==> config.mk <==
export PLATFORM = sky130hd
export DESIGN_NAME = cache_repl_policy
export DESIGN_NICKNAME = d
export VERILOG_FILES = /design/src/rtl/cache_repl_pkg.sv /design/src/rtl/cache_lfsr.sv /design/src/rtl/cache_repl_policy.sv
export SDC_FILE = /design/constraint.sdc
export NUM_CORES = 1
export LEC_CHECK = 0
export CAP_MARGIN = 40
export CORE_MARGIN = 4
export CORE_UTILIZATION = 30
export CTS_CLUSTER_SIZE = 28
export DETAILED_ROUTE_END_ITERATION = 8
export PLACE_DENSITY = 0.46
export SLEW_MARGIN = 20
export SYNTH_ARGS = -nofsm -noshare
export SYNTH_HDL_FRONTEND = slang
export SYNTH_SLANG_ARGS = --single-unit
==> constraint.sdc <==
create_clock -name clk -period 11.9 [get_ports clk]
set_clock_uncertainty 0.1 [all_clocks]
set_input_delay 1.785 -clock clk [delete_from_list [all_inputs] [get_ports clk]]
set_output_delay 1.785 -clock clk [all_outputs]
set_load 0.05 [all_outputs]
==> src/rtl/cache_repl_pkg.sv <==
// ============================================================================
// cache_repl_pkg : LFSR tap table and replacement policy encoding
// Rev 1.0
// ============================================================================
`default_nettype none

package cache_repl_pkg;

  typedef enum logic {
    POLICY_PLRU = 1'b0,
    POLICY_RAND = 1'b1
  } repl_policy_e;

  // Maximal-length Fibonacci tap masks, one bit set per tapped stage
  function automatic logic [31:0] lfsr_taps(input int len);
    case (len)
      16:      return 32'h0000_B400;
      32:      return 32'h8020_0003;
      default: return 32'h0000_00B8;
    endcase
  endfunction

endpackage

`default_nettype wire

==> src/rtl/cache_lfsr.sv <==
// ============================================================================
// cache_lfsr : left-shifting Fibonacci LFSR with enable and reset seed
// Rev 1.0
// ============================================================================
`default_nettype none

module cache_lfsr #(
  parameter int               WIDTH     = 8,
  parameter logic [WIDTH-1:0] TAPS      = WIDTH'(8'hB8),
  parameter logic [WIDTH-1:0] SEED      = WIDTH'(1),
  parameter int               OUT_WIDTH = WIDTH
) (
  input  logic                 clk,
  input  logic                 reset,
  input  logic                 enable,
  output logic [OUT_WIDTH-1:0] state
);

  logic [WIDTH-1:0] lfsr;

  always_ff @(posedge clk or posedge reset) begin
    if (reset)
      lfsr <= SEED;
    else if (enable)
      lfsr <= {lfsr[WIDTH-2:0], ^(lfsr & TAPS)};
  end

  assign state = lfsr[OUT_WIDTH-1:0];

endmodule

`default_nettype wire

==> src/rtl/cache_repl_policy.sv <==
// ============================================================================
// cache_repl_policy : per-set victim selection, tree PLRU or LFSR random
// Rev 1.0
// ============================================================================
`default_nettype none

module cache_repl_policy
  import cache_repl_pkg::*;
#(
  parameter int NUMWAYS  = 4,
  parameter int SETLEN   = 7,
  parameter int NUMLINES = 128,
  parameter int LFSRLEN  = 8
) (
  input  logic               clk,
  input  logic               reset,
  input  logic               CacheEn,
  input  logic               FlushStage,
  input  logic [NUMWAYS-1:0] ValidWay,
  input  logic [NUMWAYS-1:0] HitWay,
  input  logic [SETLEN-1:0]  CacheSetData,
  input  logic [SETLEN-1:0]  PAdr,
  input  logic               LRUWriteEn,
  input  logic               SetValid,
  input  logic               InvalidateCache,
  input  logic               PolicySel,
  output logic [NUMWAYS-1:0] VictimWay
);

  generate
    if (NUMWAYS == 1) begin : g_single
      assign VictimWay = 1'b1;
    end else begin : g_multi
      localparam int L     = $clog2(NUMWAYS);
      localparam int NODEW = (NUMWAYS > 2) ? $clog2(NUMWAYS - 1) : 1;
      localparam logic [LFSRLEN-1:0] TAPS = LFSRLEN'(lfsr_taps(LFSRLEN));

      logic [NUMWAYS-2:0] mem [NUMLINES];
      logic [NUMWAYS-2:0] curr;
      logic [NUMWAYS-2:0] next;
      logic [L-1:0]       lfsr_way;
      logic [L-1:0]       plru_way;
      logic [L-1:0]       acc_way;
      logic [NUMWAYS-1:0] acc_onehot;
      logic [NUMWAYS-1:0] invalid;
      logic [NUMWAYS-1:0] first_invalid;
      logic [NUMWAYS-1:0] victim;
      logic               write_en;
      logic               clear_en;
      logic               fwd;

      assign write_en = LRUWriteEn & ~FlushStage;
      assign clear_en = InvalidateCache & ~FlushStage;
      assign fwd      = write_en & (PAdr == CacheSetData);

      cache_lfsr #(
        .WIDTH     (LFSRLEN),
        .TAPS      (TAPS),
        .SEED      (LFSRLEN'(1)),
        .OUT_WIDTH (L)
      ) u_lfsr (
        .clk    (clk),
        .reset  (reset),
        .enable (write_en & SetValid),
        .state  (lfsr_way)
      );

      // Isolate the lowest set bit of the invalid mask
      assign invalid       = ~ValidWay;
      assign first_invalid = invalid & (~invalid + NUMWAYS'(1));

      // Walk from the root; each node bit picks the child, appended as way bit
      always_comb begin
        logic [NODEW-1:0] node;
        node     = '0;
        plru_way = '0;
        for (int l = 0; l < L; l++) begin
          node     = NODEW'((1 << l) - 1) + NODEW'(plru_way);
          plru_way = (plru_way << 1) | L'(curr[node]);
        end
      end

      always_comb begin
        victim = '0;
        if (~&ValidWay)
          victim = first_invalid;
        else if (repl_policy_e'(PolicySel) == POLICY_PLRU)
          victim[plru_way] = 1'b1;
        else
          victim[lfsr_way] = 1'b1;
      end

      assign VictimWay = victim;

      always_comb begin
        acc_onehot = SetValid ? victim : HitWay;
        acc_way    = '0;
        for (int w = 0; w < NUMWAYS; w++)
          if (acc_onehot[w]) acc_way = acc_way | L'(w);
      end

      // Nodes along the accessed path are flipped to point away from it
      always_comb begin
        logic [NODEW-1:0] node;
        node = '0;
        next = curr;
        for (int l = 0; l < L; l++) begin
          node       = NODEW'((1 << l) - 1) + NODEW'(acc_way >> (L - l));
          next[node] = ~acc_way[L-1-l];
        end
      end

      always_ff @(posedge clk or posedge reset) begin
        if (reset) begin
          for (int s = 0; s < NUMLINES; s++) mem[s] <= '0;
        end else if (clear_en) begin
          for (int s = 0; s < NUMLINES; s++) mem[s] <= '0;
        end else if (write_en) begin
          mem[PAdr] <= next;
        end
      end

      always_ff @(posedge clk or posedge reset) begin
        if (reset)
          curr <= '0;
        else if (clear_en)
          curr <= '0;
        else if (CacheEn)
          curr <= fwd ? next : mem[CacheSetData];
      end
    end
  endgenerate

endmodule

`default_nettype wire

# Yosys cells after proc, flatten, opt, wreduce, memory -nomap -nowiden
# Cells that the tools add are included.
[classes] muxes=26 n_reduce_logical=8 order_cmp=10 n_eq_ne=1 bitwise_logic=13 add_sub_neg=3
[ops] operator="$mux 384" n=2
[ops] operator="$bwmux 384" n=1
[ops] operator="$bmux 3 s7" n=1
[ops] operator="$demux 3 s7" n=1
[ops] operator="$mux 3" n=6
[ops] operator="$ge 8x8->1 const B" n=2
[ops] operator="$not 7->8" n=2
[ops] operator="$lt 2x3->1 const B" n=4
[ops] operator="$mux 4" n=3
[ops] operator="$lt 8x1->1 const B" n=1
[ops] operator="$not 4->4" n=2
[ops] operator="$reduce_xor 8->1" n=1
[ops] operator="$eq 7x7->1" n=1
[ops] operator="$demux 1 s2" n=3
[ops] operator="$ge 2x1->1 const B" n=3
[ops] operator="$mux 1" n=5
[ops] operator="$add 1x1->2 const A" n=2
[ops] operator="$add 4x1->4 const B" n=1
[ops] operator="$and 1x1->1" n=4
[ops] operator="$and 4x4->4" n=1
[ops] operator="$logic_and 1x1->1" n=4
[ops] operator="$mux 2" n=2
[ops] operator="$reduce_and 4->1" n=1
[ops] operator="$reduce_bool 2->1" n=2
[ops] operator="other kinds (4)" n=6
[word_totals] input_bits=30 reg_bits=395 elab_cells=191 output_inout_bits=4

# Depth between registers and ports, before layout
# Gate-level depths: netlist of the first run.
[logic_depth] word_depth=23 ltp_mapped=10 depth_no_buf=6

# By module
# Synthesis of the first run repeated with hierarchy kept, for this count alone.
[unflattened] hier_cells=1965 area_unflattened_um2=19548.7
[by_module_without_submodules] module="cache_repl_policy" area_each_um2=19209.7 seq_area_each_um2=9684.3 cells_per_inst=1941 n_inst=1
[by_module_without_submodules] module="cache_lfsr" area_each_um2=339.1 seq_area_each_um2=201.4 cells_per_inst=24 n_inst=1

# Worst setup path after synthesis of the first run
# OpenSTA, ideal clock, no wires.
[synth_timing] kind="input-to-output" startpoint="input PolicySel" endpoint="output VictimWay[0]" n_path_buf=1 arrival_time_ps=3286 setup_slack_ps=6729 cell_stages=4 cell_sequence="buf_2 nor3_1 a21oi_1 o31ai_1"
[synth_between] elab_chain_len=2
[synth_lines] element="start, declared" line_no="cache_repl_policy.sv:26" text="input logic PolicySel,"
[synth_lines] element="$mux 4" line_no="cache_repl_policy.sv:87" text="else if (repl_policy_e'(PolicySel) == POLICY_PLRU)"
[synth_lines] element="$mux 4" line_no="cache_repl_policy.sv:85" text="if (~&ValidWay)"
[synth_lines] element="end, declared" line_no="cache_repl_policy.sv:27" text="output logic [NUMWAYS-1:0] VictimWay"
# No other way between the ends.

# Final worst setup path of the first run
[layout_timing] startpoint="input PolicySel" endpoint="output VictimWay[1]"
# The elaborated chain is that of the path after synthesis.

==> results of run 1 <==
## through the flow
| stage | std cells | util, % | cell area, um2 | power [mW] |
|---|---|---|---|---|
| final | 2817 | 34.71 | 22410 | 3.079 |
| after global routing | 2816 | 34.70 | 22410 | 3.190 |
| after CTS | 2812 | 34.63 | 22370 | 3.120 |
| after detailed placement | 2733 | 32.35 | 20900 | 1.700 |
| after global placement | 2714 | 31.84 | 20560 | 1.680 |
| after floorplan | 1953 | - | 19630 | 1.579 |
## worst min-delay path, stage by stage (launching register included)
cell and delay, ns:
dfrtp_1 0.33, nand3_1 0.06, o21ai_0 0.07
## final cells by class
type	instances	area share, %
Antenna cell	1	0.01116
Clock buffer	70	6.073
Clock inverter	9	0.4857
Inverter	7	0.1340
Multi-Input combinational cell	1399	40.28
Sequential cell	395	44.11
Tap cell	855	4.773
Timing Repair Buffer	81	4.142
## layer usage
metal / part of all wire (%) / vias up / global-route usage, %
met2: 46 / 417 / 28.97
met5: 0 / - / 0
li1: - / 7039 / -
met4: 1.7 / 0 / 4.012
met3: 5.7 / 66 / 2.543
met1: 46 / 7780 / 27.14
## final timing paths
path,from,endpoint,slack (ns),depth (start not counted)
setup / recovery,PolicySel,VictimWay[1],6.14,5
hold / removal,g_multi.mem[153],g_multi.mem[153],0.39,2
setup reg to reg,g_multi.curr[0],g_multi.mem[68],8.84,8
hold reg to reg,g_multi.mem[153],g_multi.mem[153],0.39,2
max in group asynchronous,reset,g_multi.mem[148],8.43,4
min in group asynchronous,reset,g_multi.mem[36],1.71,3
## state kept, by name, summed over array words and instances (netlist names)
register / flops
g_multi.mem: 384
g_multi.curr: 3
g_multi.u_lfsr.lfsr: 8
## cell usage in the layout, fill, tap and decap left out, drive strengths merged, types with 2 or more instances in the layout
cell type | synthesis | final
a2111oi | 3 | 3
a211oi | 59 | 59
a21oi | 108 | 108
a22oi | 42 | 42
a311oi | 4 | 4
a31oi | 5 | 5
and2 | 2 | 2
buf | 66 | 52
bufinv | 0 | 2
clkbuf | 86 | 70
clkdlybuf4s50 | 0 | 29
clkinv | 1 | 7
clkinvlp | 0 | 2
dfrtp | 394 | 394
inv | 6 | 5
mux2 | 15 | 15
mux2i | 54 | 54
mux4 | 89 | 89
nand2 | 153 | 153
nand2b | 13 | 13
nand3 | 222 | 222
nand3b | 9 | 9
nand4 | 4 | 4
nor2 | 274 | 274
nor2b | 11 | 11
nor3 | 43 | 43
nor3b | 3 | 3
nor4 | 6 | 6
o211ai | 2 | 2
o21ai | 225 | 225
o22ai | 6 | 6
o31ai | 4 | 4
or2 | 10 | 10
or3 | 7 | 7
or3b | 4 | 4
xnor2 | 10 | 10
## logic make-up (layout without fill, tap and decap cells)
| kind of cell | count (synthesis) | count (layout) |
|---|---|---|
| buffers and inverters | 159 | 167 |
| AOI/OAI and AO/OA | 468 | 468 |
| and+or+nand+nor | 763 | 763 |
| DFF | 395 | 395 |
| other | 0 | 1 |
| muxes | 158 | 158 |
| xor gates and xnor gates | 10 | 10 |
## where the power goes
group / internal, mW / switching (mW)
registers: 1.36 / 0.0139
clock network: 0.827 / 0.577
logic: 0.0843 / 0.218
total: 2.27 / 0.809
==> out/summary.txt, run 1 <==
Max-cap violations -> 0
setup violators final -> 0
initial antenna violation count -> 1
Setup Buffers After CTS -> 0
Max Slew Vio Count -> 0
grt ovf -> 0
Synth Area in Adders -> 0%
XOR/XNOR share of the synthesized area -> 0.4464%
Yosys cell types -> 64
register area -> 9886 um2
clock slew at reported path FFs -> 0.05 ns
Post-Synth Simple-Gate Area -> 17.39%
vias in the first global route -> 15221
final wirelength -> 64.87 mm
Final WS setup -> 6.139 ns
Routed Antenna Nets -> 0
PwrDens -> 137.4 nW/um2
WS Path Type -> in2out
CP max FO -> 9
static leakage -> 9.031 nW
RD Place Congestion -> 0.8455
top-count cell post-synth -> dfrtp_1
asr flop ratio synth -> 100.0%
die area -> 69560 um2
most used flip-flop cell after synthesis -> dfrtp_1
crit-path cells -> clkdlybuf4s50_1 > or3b_1 > a21oi_2 > o21a_1 > clkdlybuf4s50_1
Hold WS -> 0.3936 ns
share of layout cells above drive strength 1 -> 12.49%
Clock Tree Root -> clkbuf_16
Post-CTS Resized -> 0
first-pass GRT wire length -> 99.72 mm
final hold vios -> 0
H-tree depth -> 2
CP Launch Type -> input pin
num rows -> 93
part of the Yosys area used for sequential elements -> 50.38%
average size of a mapped cell -> 10.05 um2
Synth Cell Area -> 19620 um2
per-cell routed wire length -> 23.03 um
Synth warnings -> 0
Die X-Extent -> 263.7 um
# DRC -> 0
P&R area growth vs syn -> 14.23%
Die Height -> 263.7 um
compound-gate portion of the synthesized area -> 13.84%
setup TNS -> 0 ns
Iter 0 DRT Violations -> 1575
post-DP HPWL -> 40.19 mm
Worst EP arrival -> 3.88 ns
Final Cycle Share -> 48.41%
outcome -> finished clean
clk buf depth -> 3
top cells by count, synth -> dfrtp_1, nor2_1, nand3_1
Worst Tran Pin Value -> 0.9752 ns
Yosys top cell area share -> 50.25%
Via Count -> 15302
clk_lat worst skew -> 0.58 ns
RSZ-0062 raised after global routing -> false
Multi-input gate area -> 9027 um2
I/O Buffers -> 32
crit path time final -> 5.761 ns
CTS Buf Count -> 46
initial core utilization -> 30.38%
Peak VDD IR -> 85.60 uV
net count after synthesis -> 1983
fmax -> 173.6 MHz
kind of cell adding the most delay to the critical path -> buffers and inverters
max_slew headroom -> 34.99%
GRT Resource Usage Total -> 18.39%
filler instances -> 6502
leading area contributor after synthesis -> dfrtp_1
core box area -> 64580 um2
# IOs -> 34
ranking of synthesized cells by area -> dfrtp_1, mux4_2, nand3_1, nor2_1, o21ai_0
CTS tree -> done
crit path buf inv count -> 2
CP endpoint kind -> primary output
Post-synth EDFFs -> 0
# hold bufs at CTS -> 0
mux contribution to synthesized area -> 13.93%
vias per cell -> 5.432
clk sinks -> 395
Synth Instances -> 1953
Final nets -> 1960
CP most frequent cell -> clkdlybuf4s50_1
main combinational cell family by area after synthesis -> simple AND/OR/NAND/NOR gates
critical path data required time -> 10.02 ns
Worst path slowest cell -> clkdlybuf4s50_1
CP peak stage delay -> 0.80 ns
largest net degree at the start of global routing -> 173
Setup WS pre-CTS -> 6.129 ns
synthesized flop and latch total -> 395
Initial DRT Pass Iterations -> 6
Tightest Hold Check Type -> reg2reg
Note: power is estimated with default switching activity, not from simulation.
==> run 2: changes to the inputs <==
--- a/config.mk
+++ b/config.mk
@@ -10,7 +10,7 @@
 export CORE_UTILIZATION = 30
 export CTS_CLUSTER_SIZE = 28
 export DETAILED_ROUTE_END_ITERATION = 8
-export PLACE_DENSITY = 0.46
+export PLACE_DENSITY = 0.44
 export SLEW_MARGIN = 20
 export SYNTH_ARGS = -nofsm -noshare
 export SYNTH_HDL_FRONTEND = slang
==> constraint.sdc (replaced) <==
create_clock -name clk -period 5.5 [get_ports clk]
set_clock_uncertainty 0.1 [all_clocks]
set_input_delay 0.825 -clock clk [delete_from_list [all_inputs] [get_ports clk]]
set_output_delay 0.825 -clock clk [all_outputs]
set_load 0.05 [all_outputs]
==> run 2 against run 1 <==
Compared with the run above: sequential cell count unchanged; largest power group unchanged; global-route usage up 0.50 points; register-to-register slack lost 6.4 ns; clock-buffer cell count up 2; routed wire length rose by 1.8%; setup slack worse by 4.5 ns.
==> out/summary.txt, run 2 (synthesis results as in run 1) <==
vias per cell -> 5.379 (was 5.432)
final wirelength -> 66.04 mm (was 64.87 mm)
# DRC -> 0 (unchanged)
final hold vios -> 0 (unchanged)
CTS tree -> done (unchanged)
commonest non-fill, non-tap cell in the layout -> dfrtp_1 (unchanged)
first-pass GRT wire length -> 101.4 mm (was 99.72 mm)
die area -> 69560 um2 (unchanged)
max reg flops -> 384 (unchanged)
P&R area growth vs syn -> 14.32% (was 14.23%)
initial core utilization -> 30.38% (unchanged)
Switching Power -> 1.778 mW (was 0.8091 mW)
CP Launch Type -> input pin (unchanged)
Worst EP arrival -> 2.93 ns (was 3.88 ns)
Final WS setup -> 1.649 ns (was 6.139 ns)
fmax -> 259.7 MHz
Setup Buffers After CTS -> 0 (unchanged)
Peak VDD IR -> 209.8 uV (was 85.60 uV)
RSZ-0062 raised after global routing -> false (unchanged)
Layout Cells excl Fill -> 2827 (was 2817)
I/O Buffers -> 32 (unchanged)
P_int -> 4.955 mW (was 2.270 mW)
CP endpoint kind -> primary output (unchanged)
Max-cap violations -> 0 (unchanged)
Routed Antenna Nets -> 0 (unchanged)
Total Power -> 6.733 mW (was 3.079 mW)
vias in the first global route -> 15249 (was 15221)
# hold bufs at CTS -> 0 (unchanged)
crit path time final -> 3.851 ns
switching share of power -> 26.40% (was 26.27%)
Final nets -> 1967 (was 1960)
CP max FO -> 9 (unchanged)
Gate power share -> 9.6% (was 9.8%)
Worst Tran Pin Value -> 0.9755 ns (was 0.9752 ns)
RD Place Congestion -> 0.8163 (was 0.8455)
GRT Resource Usage Total -> 18.88% (was 18.39%)
Max Slew Vio Count -> 0 (unchanged)
Clock power frac -> 46.3% (was 45.6%)
initial antenna violation count -> 1 (unchanged)
Die Height -> 263.7 um (unchanged)
largest net degree at the start of global routing -> 172 (was 173)
final core utilization -> 34.73% (was 34.71%)
Antenna diodes -> 0 (was 1)
grt ovf -> 0 (unchanged)
Post-CTS Resized -> 0 (unchanged)
num rows -> 93 (unchanged)
core box area -> 64580 um2 (unchanged)
clk sinks -> 395 (unchanged)
Iter 0 DRT Violations -> 1331 (was 1575)
Top Registers -> g_multi.mem (384), g_multi.u_lfsr.lfsr (8), g_multi.curr (3) (unchanged)
CTS Buf Count -> 47 (was 46)
Setup WS pre-CTS -> 1.595 ns (was 6.129 ns)
Final Cycle Share -> 70.01%
commonest non-fill, non-tap cells in the layout -> dfrtp_1, nor2_1, nand3_1, nand2_1, o21ai_0 (unchanged)
PwrDens -> 300.2 nW/um2 (was 137.4 nW/um2)
setup violators final -> 0 (unchanged)
Via Count -> 15206 (was 15302)
WS Path Type -> in2out (unchanged)
Clock Tree Root -> clkbuf_16 (unchanged)
Flop pwr share -> 44.1% (was 44.6%)
outcome -> finished clean (unchanged)
setup TNS -> 0 ns (unchanged)
critical path data required time -> 4.58 ns (was 10.02 ns)
H-tree depth -> 2 (unchanged)
Largest Register -> g_multi.mem (unchanged)
max_slew headroom -> 34.96% (was 34.99%)
# IOs -> 34 (unchanged)
static leakage -> 9.064 nW (was 9.031 nW)
clk buf depth -> 3 (unchanged)
share of layout cells above drive strength 1 -> 12.88% (was 12.49%)
post-DP HPWL -> 41.27 mm (was 40.19 mm)
Placement Cell Area -> 20890 um2 (was 20900 um2)
clk_lat worst skew -> 0.59 ns (was 0.58 ns)
Tightest Hold Check Type -> reg2reg (unchanged)
placed cell count -> 2741 (was 2733)
Hold WS -> 0.3924 ns (was 0.3936 ns)
clock slew at reported path FFs -> 0.06 ns (was 0.05 ns)
per-cell routed wire length -> 23.36 um (was 23.03 um)
Final Instance Area -> 22430 um2 (was 22410 um2)
Initial DRT Pass Iterations -> 5 (was 6)
Die X-Extent -> 263.7 um (unchanged)
run 2: power groups by stage:
stage	logic, mW	registers [mW]	clock network, mW
after floorplan	0.400	3.01	0
final	0.649	2.97	3.11
after detailed placement	0.652	3.02	0
after global placement	0.631	3.02	0
after CTS	0.653	2.97	3.19
after global routing	0.696	2.97	3.31
run 2: final cells by class:
cell class,instances,area (um2)
fill,6577,42150
sequential,395,9886
multi-input combinational,1399,9012
clock buffer,72,1400
tap,855,1070
timing repair buffer,87,914.6
clock inverter,12,117.6
inverter,7,30.03
run 2: critical path, stage by stage:
cell and delay (ns):
clkdlybuf4s50_1 0.55, or3b_1 0.42, a21oi_2 0.21, o21a_1 0.13
clkdlybuf4s50_1 0.80
run 2: final timing paths:
path	start	endpoint	slack [ns]	cells past startpoint
max in group asynchronous	reset	g_multi.mem[255]	3.54	4
min in group asynchronous	reset	g_multi.mem[0]	0.44	2
hold / removal	g_multi.mem[162]	g_multi.mem[162]	0.39	2
hold reg to reg	g_multi.mem[162]	g_multi.mem[162]	0.39	2
setup reg to reg	g_multi.curr[0]	g_multi.mem[38]	2.47	7
setup / recovery	PolicySel	VictimWay[1]	1.65	5
run 2: layer usage:
metal  GRT usage (%)  vias to the layer above  share of wire [%]
met5               0                        -                  0
met4           5.568                        0                2.8
met3           3.707                      101                6.2
met2           29.10                      428                 45
met1           27.13                     7616                 46
li1                -                     7061                  -
==> run 3: changes to the inputs <==
--- a/config.mk
+++ b/config.mk
@@ -10,7 +10,7 @@
 export CORE_UTILIZATION = 30
 export CTS_CLUSTER_SIZE = 28
 export DETAILED_ROUTE_END_ITERATION = 8
-export PLACE_DENSITY = 0.44
+export PLACE_DENSITY = 0.46
 export SLEW_MARGIN = 20
 export SYNTH_ARGS = -nofsm -noshare
 export SYNTH_HDL_FRONTEND = slang
==> constraint.sdc (replaced) <==
create_clock -name clk -period 3.5 [get_ports clk]
set_clock_uncertainty 0.1 [all_clocks]
set_input_delay 0.525 -clock clk [delete_from_list [all_inputs] [get_ports clk]]
set_output_delay 0.525 -clock clk [all_outputs]
set_load 0.05 [all_outputs]
==> run 3 against run 2 <==
Compared with the run above: via count up 2.8%; worst hold slack worse by 0.21 ns; critical endpoint is now VictimWay[2]; sequential cell count unchanged; combinational power up 65%; critical path type unchanged; cell count up 1.5%.
==> out/summary.txt, run 3 (synthesis results as in run 1) <==
CP max FO -> 9 (unchanged)
outcome -> finished clean (unchanged)
vias per cell -> 5.449 (was 5.379)
Max Slew Vio Count -> 0 (unchanged)
clock slew at reported path FFs -> 0.06 ns (about the same)
commonest non-fill, non-tap cell in the layout -> dfrtp_1 (unchanged)
grt ovf -> 0 (unchanged)
Setup Buffers After CTS -> 0 (unchanged)
CP Launch Type -> input pin (unchanged)
# DRC -> 0 (unchanged)
Die Height -> 263.7 um (unchanged)
Worst path slowest cell -> clkdlybuf4s50_1 (unchanged)
Final nets -> 2005 (was 1967)
Clock Tree Root -> clkbuf_16 (unchanged)
num rows -> 93 (unchanged)
max_slew headroom -> 38.11% (was 34.96%)
CP most frequent cell -> clkdlybuf4s50_1 (unchanged)
fmax -> 324.3 MHz
RSZ-0062 raised after global routing -> false (unchanged)
PwrDens -> 474.1 nW/um2 (was 300.2 nW/um2)
r2r endpoint -> g_multi.mem[182] (was g_multi.mem[38])
filler instances -> 6489 (was 6577)
Top Registers -> g_multi.mem (384), g_multi.u_lfsr.lfsr (8), g_multi.curr (3) (unchanged)
core box area -> 64580 um2 (unchanged)
RD Place Congestion -> 0.8358 (was 0.8163)
P_int -> 8.005 mW (was 4.955 mW)
initial core utilization -> 30.38% (unchanged)
vias in the first global route -> 15559 (was 15249)
H-tree depth -> 2 (unchanged)
post-DP HPWL -> 41.56 mm (was 41.27 mm)
final wirelength -> 66.44 mm (was 66.04 mm)
critical path data required time -> 2.87 ns (was 4.58 ns)
Via Count -> 15634 (was 15206)
clk buf depth -> 3 (unchanged)
R2R setup slack -> 0.85 ns (was 2.47 ns)
static leakage -> 9.343 nW (was 9.064 nW)
Routed Antenna Nets -> 0 (unchanged)
CP peak stage delay -> 0.82 ns (was 0.80 ns)
share of layout cells above drive strength 1 -> 15.15% (was 12.88%)
max reg flops -> 384 (unchanged)
Worst EP arrival -> 2.46 ns (was 2.93 ns)
Final Cycle Share -> 88.10%
kind of cell adding the most delay to the critical path -> buffers and inverters (unchanged)
Max-cap violations -> 0 (unchanged)
initial antenna violation count -> 0 (was 1)
final hold vios -> 0 (unchanged)
per-cell routed wire length -> 23.16 um (was 23.36 um)
Gate power share -> 9.8% (was 9.6%)
commonest non-fill, non-tap cells in the layout -> dfrtp_1, nor2_1, nand3_1, nand2_1, o21ai_0 (unchanged)
CTS tree -> done (unchanged)
Die X-Extent -> 263.7 um (unchanged)
setup TNS -> 0 ns (unchanged)
Final Instance Area -> 22900 um2 (was 22430 um2)
Largest Register -> g_multi.mem (unchanged)
I/O Buffers -> 32 (unchanged)
WS Path Type -> in2out (unchanged)
P&R area growth vs syn -> 16.73% (was 14.32%)
R2R cell count -> 7 (unchanged)
GRT Resource Usage Total -> 18.90% (was 18.88%)
crit path buf inv count -> 2 (unchanged)
# IOs -> 34 (unchanged)
setup violators final -> 0 (unchanged)
Initial DRT Pass Iterations -> 5 (unchanged)
clk sinks -> 395 (unchanged)
Post-CTS Resized -> 0 (unchanged)
clk_lat worst skew -> 0.59 ns (about the same)
crit path time final -> 3.083 ns
Peak VDD IR -> 310.2 uV (was 209.8 uV)
Flop pwr share -> 43.0% (was 44.1%)
die area -> 69560 um2 (unchanged)
switching share of power -> 26.28% (was 26.40%)
Placement Cell Area -> 21290 um2 (was 20890 um2)
CTS Buf Count -> 47 (unchanged)
Tightest Hold Check Type -> in2async (was reg2reg)
largest net degree at the start of global routing -> 172 (unchanged)
Switching Power -> 2.854 mW (was 1.778 mW)
CP endpoint kind -> primary output (unchanged)
Clock power frac -> 47.2% (was 46.3%)
reg2reg start -> g_multi.curr[0] (unchanged)
crit-path cells -> clkdlybuf4s50_1 > and3b_1 > o21ai_0 > a21oi_1 > clkdlybuf4s50_1 (was clkdlybuf4s50_1 > or3b_1 > a21oi_2 > o21a_1 > clkdlybuf4s50_1)
# hold bufs at CTS -> 0 (unchanged)
first-pass GRT wire length -> 102.2 mm (was 101.4 mm)
Worst Tran Pin Value -> 0.9283 ns (was 0.9755 ns)
Iter 0 DRT Violations -> 1437 (was 1331)
==> run 3: how the worst max path moves through the flow <==
stage,depth (start not counted),to,from
6_report,5,VictimWay[2],PolicySel
5_1_grt,5,VictimWay[2],PolicySel
4_1_cts,5,VictimWay[2],PolicySel
3_5_place_dp,8,g_multi.curr[1],CacheSetData[4]
3_3_place_gp,8,g_multi.curr[1],CacheSetData[4]
2_1_floorplan,1,g_multi.curr[0],reset
==> run 3: layout make-up <==
| cell class | instances | area [um2] | share of cell area [%] |
|---|---|---|---|
| Sequential cell | 395 | 9886 | 43.16 |
| Multi-Input combinational cell | 1399 | 9007 | 39.33 |
| Clock buffer | 61 | 1339 | 5.845 |
| Timing Repair Buffer | 125 | 1294 | 5.648 |
| Tap cell | 855 | 1070 | 4.671 |
| Clock inverter | 26 | 276.5 | 1.207 |
| Inverter | 7 | 30.03 | 0.1311 |
| Antenna cell | 1 | 2.502 | 0.01093 |
==> run 3: metrics by stage <==
step                      setup slack (ns)  hold slack (ns)  util, %  cells  total power [mW]
after floorplan                     -2.440           0.3602        -   1953             5.367
after global placement              0.2816           0.3768    32.96   2780             5.813
after detailed placement            0.2565           0.3857    32.96   2781             5.820
after CTS                           0.4265           0.1632    35.46   2868             10.99
after global routing                0.3016           0.1824    35.46   2868             11.25
final                               0.4166           0.1868    35.47   2869             10.86
==> run 3: power groups by stage <==
| stage | clock network, mW | registers, mW | logic (mW) |
|---|---|---|---|
| floorplan | 0 | 4.74 | 0.629 |
| global placement | 0 | 4.75 | 1.07 |
| detailed placement | 0 | 4.75 | 1.07 |
| CTS | 5.25 | 4.67 | 1.07 |
| global route | 5.44 | 4.67 | 1.14 |
| finish | 5.13 | 4.67 | 1.07 |
==> run 3: per-layer routing <==
layer | vias to the layer above | wire (um) | global-route usage [%]
met5 | - | 0 | 0
met1 | 7917 | 30990 | 28.20
li1 | 7140 | - | -
met2 | 486 | 29940 | 28.91
met4 | 0 | 1708 | 5.411
met3 | 91 | 3797 | 2.496
